--- src/rtl/pair_stage_pipe.sv ---
// pair_stage_pipe
//   Elastic pipeline of DEPTH registered node stages. Each stage carries a
//   word of 2*NPAIRS lanes and applies its own 2-bit mode to every lane
//   pair (PASS, SWAP, BUTTERFLY, ZERO) as the word is loaded into it.
//   Stage modes can only be rewritten while the pipe is empty and no word
//   is being offered, so every word in flight sees a fixed mode per stage.
//
// Ports
//   clk, rst               clock, synchronous active-high reset
//   in_data/in_valid       upstream word and its valid flag
//   in_ready               pipe accepts the offered word this cycle
//   out_data/out_valid     result word from the last stage and its valid flag
//   out_ready              consumer accepts the result this cycle
//   cfg_we/cfg_addr/cfg_mode  stage mode write port
//   cfg_err                one-cycle pulse for a rejected mode write
//   occ                    number of valid words held in the pipe
//
// Handshake: a transfer happens on a rising edge where valid and ready are
// both high. A producer holding valid high keeps its data stable until
// ready is seen; ready never depends on the data being offered.
module pair_stage_pipe #(
    parameter int WIDTH  = 8,
    parameter int NPAIRS = 6,
    parameter int DEPTH  = 4
) (
    input  logic                      clk,
    input  logic                      rst,
    input  logic [2*NPAIRS*WIDTH-1:0] in_data,
    input  logic                      in_valid,
    output logic                      in_ready,
    output logic [2*NPAIRS*WIDTH-1:0] out_data,
    output logic                      out_valid,
    input  logic                      out_ready,
    input  logic                      cfg_we,
    input  logic [3:0]                cfg_addr,
    input  logic [1:0]                cfg_mode,
    output logic                      cfg_err,
    output logic [4:0]                occ
);

    localparam int DW = 2*NPAIRS*WIDTH;

    localparam logic [1:0] MODE_PASS = 2'd0;
    localparam logic [1:0] MODE_SWAP = 2'd1;
    localparam logic [1:0] MODE_BFLY = 2'd2;

    // Per-stage state
    logic [DW-1:0]    data_q   [DEPTH];
    logic [DW-1:0]    data_d   [DEPTH];
    logic [1:0]       mode_q   [DEPTH];
    logic [1:0]       mode_d   [DEPTH];
    logic [DEPTH-1:0] valid_q;
    logic [DEPTH-1:0] valid_d;

    // Upstream view of each stage and its load enable
    logic [DW-1:0]    up_data  [DEPTH];
    logic [DEPTH-1:0] up_valid;
    logic [DEPTH-1:0] load;

    logic [4:0] occ_q;
    logic [4:0] occ_d;
    logic       cfg_err_q;
    logic       cfg_err_d;
    logic       in_hs;
    logic       out_hs;
    logic       cfg_ok;

    // Apply one stage mode to every lane pair; sums and differences wrap.
    function automatic logic [DW-1:0] apply_mode(input logic [1:0]    mode,
                                                  input logic [DW-1:0] d);
        logic [DW-1:0]    r;
        logic [WIDTH-1:0] a;
        logic [WIDTH-1:0] b;
        r = '0;
        for (int p = 0; p < NPAIRS; p++) begin
            a = d[2*p*WIDTH +: WIDTH];
            b = d[(2*p+1)*WIDTH +: WIDTH];
            case (mode)
                MODE_PASS: begin
                    r[2*p*WIDTH +: WIDTH]     = a;
                    r[(2*p+1)*WIDTH +: WIDTH] = b;
                end
                MODE_SWAP: begin
                    r[2*p*WIDTH +: WIDTH]     = b;
                    r[(2*p+1)*WIDTH +: WIDTH] = a;
                end
                MODE_BFLY: begin
                    r[2*p*WIDTH +: WIDTH]     = a + b;
                    r[(2*p+1)*WIDTH +: WIDTH] = a - b;
                end
                default: begin
                    r[2*p*WIDTH +: WIDTH]     = '0;
                    r[(2*p+1)*WIDTH +: WIDTH] = '0;
                end
            endcase
        end
        return r;
    endfunction

    // Ready chain, walked from the output back to the input: a stage can
    // load when it is empty or when its current word leaves this cycle.
    always_comb begin
        logic rdy;
        rdy = out_ready;
        load = '0;
        for (int s = DEPTH-1; s >= 0; s--) begin
            rdy     = ~valid_q[s] | rdy;
            load[s] = rdy;
        end
    end

    always_comb begin
        up_data[0]  = in_data;
        up_valid[0] = in_valid;
        for (int s = 1; s < DEPTH; s++) begin
            up_data[s]  = data_q[s-1];
            up_valid[s] = valid_q[s-1];
        end
    end

    assign in_ready = load[0] & ~rst;
    assign in_hs    = in_valid & in_ready;
    assign out_hs   = valid_q[DEPTH-1] & out_ready;

    // Stage advance: data is only rewritten when a real word arrives, so a
    // stalled stage keeps its contents untouched.
    always_comb begin
        valid_d = valid_q;
        for (int s = 0; s < DEPTH; s++) begin
            data_d[s] = data_q[s];
            if (load[s]) begin
                valid_d[s] = up_valid[s];
                if (up_valid[s]) begin
                    data_d[s] = apply_mode(mode_q[s], up_data[s]);
                end
            end
        end
    end

    // Mode writes are only safe with nothing in flight and nothing arriving.
    assign cfg_ok = cfg_we & (occ_q == 5'd0) & ~in_valid &
                    ({1'b0, cfg_addr} < 5'(DEPTH));

    always_comb begin
        for (int s = 0; s < DEPTH; s++) begin
            mode_d[s] = mode_q[s];
            if (cfg_ok && (cfg_addr == 4'(s))) begin
                mode_d[s] = cfg_mode;
            end
        end
        cfg_err_d = cfg_we & ~cfg_ok;
    end

    always_comb begin
        occ_d = occ_q;
        case ({in_hs, out_hs})
            2'b10:   occ_d = occ_q + 5'd1;
            2'b01:   occ_d = occ_q - 5'd1;
            default: occ_d = occ_q;
        endcase
    end

    always_ff @(posedge clk) begin
        if (rst) begin
            valid_q   <= '0;
            occ_q     <= '0;
            cfg_err_q <= 1'b0;
            for (int s = 0; s < DEPTH; s++) begin
                data_q[s] <= '0;
                mode_q[s] <= MODE_PASS;
            end
        end else begin
            valid_q   <= valid_d;
            occ_q     <= occ_d;
            cfg_err_q <= cfg_err_d;
            for (int s = 0; s < DEPTH; s++) begin
                data_q[s] <= data_d[s];
                mode_q[s] <= mode_d[s];
            end
        end
    end

    assign out_data  = data_q[DEPTH-1];
    assign out_valid = valid_q[DEPTH-1];
    assign cfg_err   = cfg_err_q;
    assign occ       = occ_q;

endmodule

--- config.mk ---
export PLATFORM = sky130hd
export DESIGN_NAME = pair_stage_pipe
export DESIGN_NICKNAME = d
export VERILOG_FILES = /design/src/rtl/pair_stage_pipe.sv
export SDC_FILE = /design/constraint.sdc
export NUM_CORES = 2
export LEC_CHECK = 0
export CAP_MARGIN = 25
export CELL_PAD_IN_SITES_DETAIL_PLACEMENT = 0
export CELL_PAD_IN_SITES_GLOBAL_PLACEMENT = 1
export CORE_MARGIN = 2
export CORE_UTILIZATION = 40
export DETAILED_ROUTE_END_ITERATION = 6
export PLACE_DENSITY = 0.73
export SLEW_MARGIN = 40
export SYNTH_ARGS = -nofsm -noshare
export SYNTH_HDL_FRONTEND = slang
export SYNTH_SLANG_ARGS = --single-unit
--- constraint.sdc ---
create_clock -name clk -period 5.8 [get_ports clk]
set_clock_uncertainty 0.2 [all_clocks]
set_input_delay 0.87 -clock clk [delete_from_list [all_inputs] [get_ports clk]]
set_output_delay 0.87 -clock clk [all_outputs]
set_load 0.05 [all_outputs]
==> flow_metrics.tcl <==
set metrics [dict create \
    status "complete, no violations" \
    grt_max_degree 110 \
    drt-vias-per-instance 5.69 \
    numCtsBuffers 53 \
    finalWeightedCongestion 0.860 \
    die_y_um 302 \
    yosysSeqAreaShare_pct 22.7 \
    ys.flop_type "dfxtp_1" \
    synth_top_area_cell "dfxtp_1" \
    stdcell_count 5546 \
    synth_cell_types 81 \
    hold_viol_final 0 \
    power_switching_mw 2.54 \
    grt_use_total_pct 23.2 \
    switching_share_pct 30.1 \
    drc 0 \
    yosys-top-cells-count "432 x mux2i_1, 412 x nor2_1, 402 x dfxtp_1, 340 x ha_1, 289 x inv_1" \
    synth-edff-count 0 \
    die_width_um 302 \
    antenna_found_initial 0 \
    synth_seq_cells 402 \
    cts.clk_slew.worst_paths_ns 0.06 \
    initial_core_util_pct 40.3 \
    vias 31600 \
    synth.avg_cell_area_um2 8.18 \
    clk_latency_ns 0.61 \
    syn-cell-area_um2 35500 \
    period_needed_ns 4.31 \
    max_slew_margin_pct 38.0 \
    p_int_mw 5.89 \
    synth.area.top_cells "dfxtp_1 23%, mux2i_1 12%, ha_1 12%, nor2_1 4.4%, xnor2_1 3.7%" \
    antenna_left 0 \
    core-area_um2 88200 \
    combinationalPowerShare_pct 20.2 \
    maxCapViolCount 0 \
    async_flop_share_pct 0 \
    fmax_ghz 0.232 \
    rsz0062_at_grt "false" \
    regArea_um2 8070 \
    finalSetupTns_ns 0 \
    drt-total-wl_mm 109 \
    clkPwrFrac_pct 44.0 \
    cts_resized 0 \
    hold_path_class "reg -> reg" \
    routedWlPerCell_um 19.6 \
    worst_slew_pin_slew_ns 0.931 \
    seqPwrFrac_pct 35.8 \
    dr.pass1.iters 5 \
    finalNetCount 4837 \
    cts_tree "done" \
    htreeDepth 2 \
    hpwlAfterDp_mm 79.6 \
    hold_buffers 0 \
    arrival_ns 3.24 \
    leakage_nw 14.7 \
    yosys_warnings 0 \
    critPathMaxFanout 5 \
    final.period_utilization_pct 74.3 \
    cts_root_buf "clkbuf_16" \
    multi_input_area_um2 25200 \
    hold_slack_ns 0.265 \
    clk_path_buf_depth 3 \
    postCtsSetupBuffers 0 \
    synth_nets 4839 \
    crit_type "in -> out" \
    setup_violations 0 \
    dr.first_iter.drc_count 2113 \
    ir_worst_vdd_mv 0.233 \
    worstPathRequired_ns 4.73 \
    antenna_cells 0 \
    powerDensity_nw_per_um2 210 \
    cp-start-kind "input pin" \
    dpl.cell_count 5451 \
    synthToLayoutAreaGrowth_pct 13.2 \
    gr-total-overflow 0 \
    num-fill-cells 8794 \
    grt_first_pass_wirelength_mm 170 \
    dieArea_um2 91200 \
    io_pins 211 \
    drive_above_1_share_pct 4.72 \
    io_buffers 210 \
    rows 109 \
    maxSlewViolCount 0 \
    syn_inst 4344 \
    end_kind "output pin" \
    p_total_mw 8.42 \
    yosysMostFrequentCell "mux2i_1" \
    numClockSinks 402 \
    grt_pass1_vias 29300 \
    synth_top_area_share_pct 22.7 \
]
path summary, 6_finish.rpt:
| check | startpoint | endpoint | slack [ns] | depth (start not counted) |
|---|---|---|---|---|
| min reg2reg | data_q[3][75]$_SDFFE_PP0P_ | data_q[3][75]$_SDFFE_PP0P_ | 0.26 | 2 |
| max | out_ready | in_ready | 1.49 | 4 |
| max reg2reg | valid_q[2]$_SDFFE_PP0P_ | occ[4]$_SDFFE_PP0P_ | 2.51 | 11 |
| min | data_q[3][75]$_SDFFE_PP0P_ | data_q[3][75]$_SDFFE_PP0P_ | 0.26 | 2 |
placed cells by master (no fill, tap or decap), types with 48 or more instances in the layout:
cell type,n
a211oi_1,88
a21oi_1,202
clkbuf_16,56
clkdlybuf4s50_1,209
dfxtp_1,394
fa_1,48
ha_1,340
inv_1,288
mux2i_1,432
nand2_1,138
nand2b_1,80
nor2_1,411
nor2b_1,107
nor3_1,188
o21ai_0,214
o221ai_1,106
o22ai_1,89
xnor2_1,150
xor2_1,65
worst max-delay path, stage by stage:
cell and delay, ns:
clkdlybuf4s50_1 0.77, and4b_1 0.37, a21oi_1 0.34, clkdlybuf4s50_1 0.87
power groups by stage:
stage | Combinational (mW) | Sequential, mW | Clock (mW)
after global placement | 1.67 | 3.07 | 0
after global routing | 1.89 | 3.03 | 3.89
after detailed placement | 1.68 | 3.08 | 0
after CTS | 1.69 | 3.01 | 3.78
final | 1.70 | 3.02 | 3.70
after floorplan | 1.20 | 3.05 | 0
cell families after synthesis:
group	synth area share (%)
and+or+nand+nor	16.4
AOI/OAI and AO/OA	22.0
buffers and inverters	6.83
muxes	12.2
DFF	22.7
adders and majority gates	14.7
xor gates and xnor gates	5.30
routing by layer:
metal	up-vias	share of wire (%)	global-route usage, %
met4	0	1.7	4.64
met5	-	0	0
li1	15800	-	-
met1	15000	53	36.2
met2	758	41	34.0
met3	115	4.8	2.38
area by class of cell:
class,count,share of cell area [%]
Tap cell,1165,3.63
Clock inverter,25,1.04
Clock buffer,69,3.76
Multi-Input combinational cell,3342,62.6
Inverter,290,2.71
Sequential cell,402,20.1
Timing Repair Buffer,253,6.23
sequential cells by signal, summed over array words and instances (netlist names):
| name | cells |
|---|---|
| occ | 5 |
| mode_q | 8 |
| valid_q | 4 |
| data_q | 384 |
| cfg_err | 1 |
per-stage QoR:
stage               area [µm²]  setup slack, ns  utilization (%)
detailed placement       38200             1.53             43.3
global placement         38200             1.54             43.3
CTS                      40200             1.52             45.5
global route             40200             1.51             45.6
finish                   40200             1.49             45.6
floorplan                35500             2.40                -
Power figures use the tool's default switching activity.
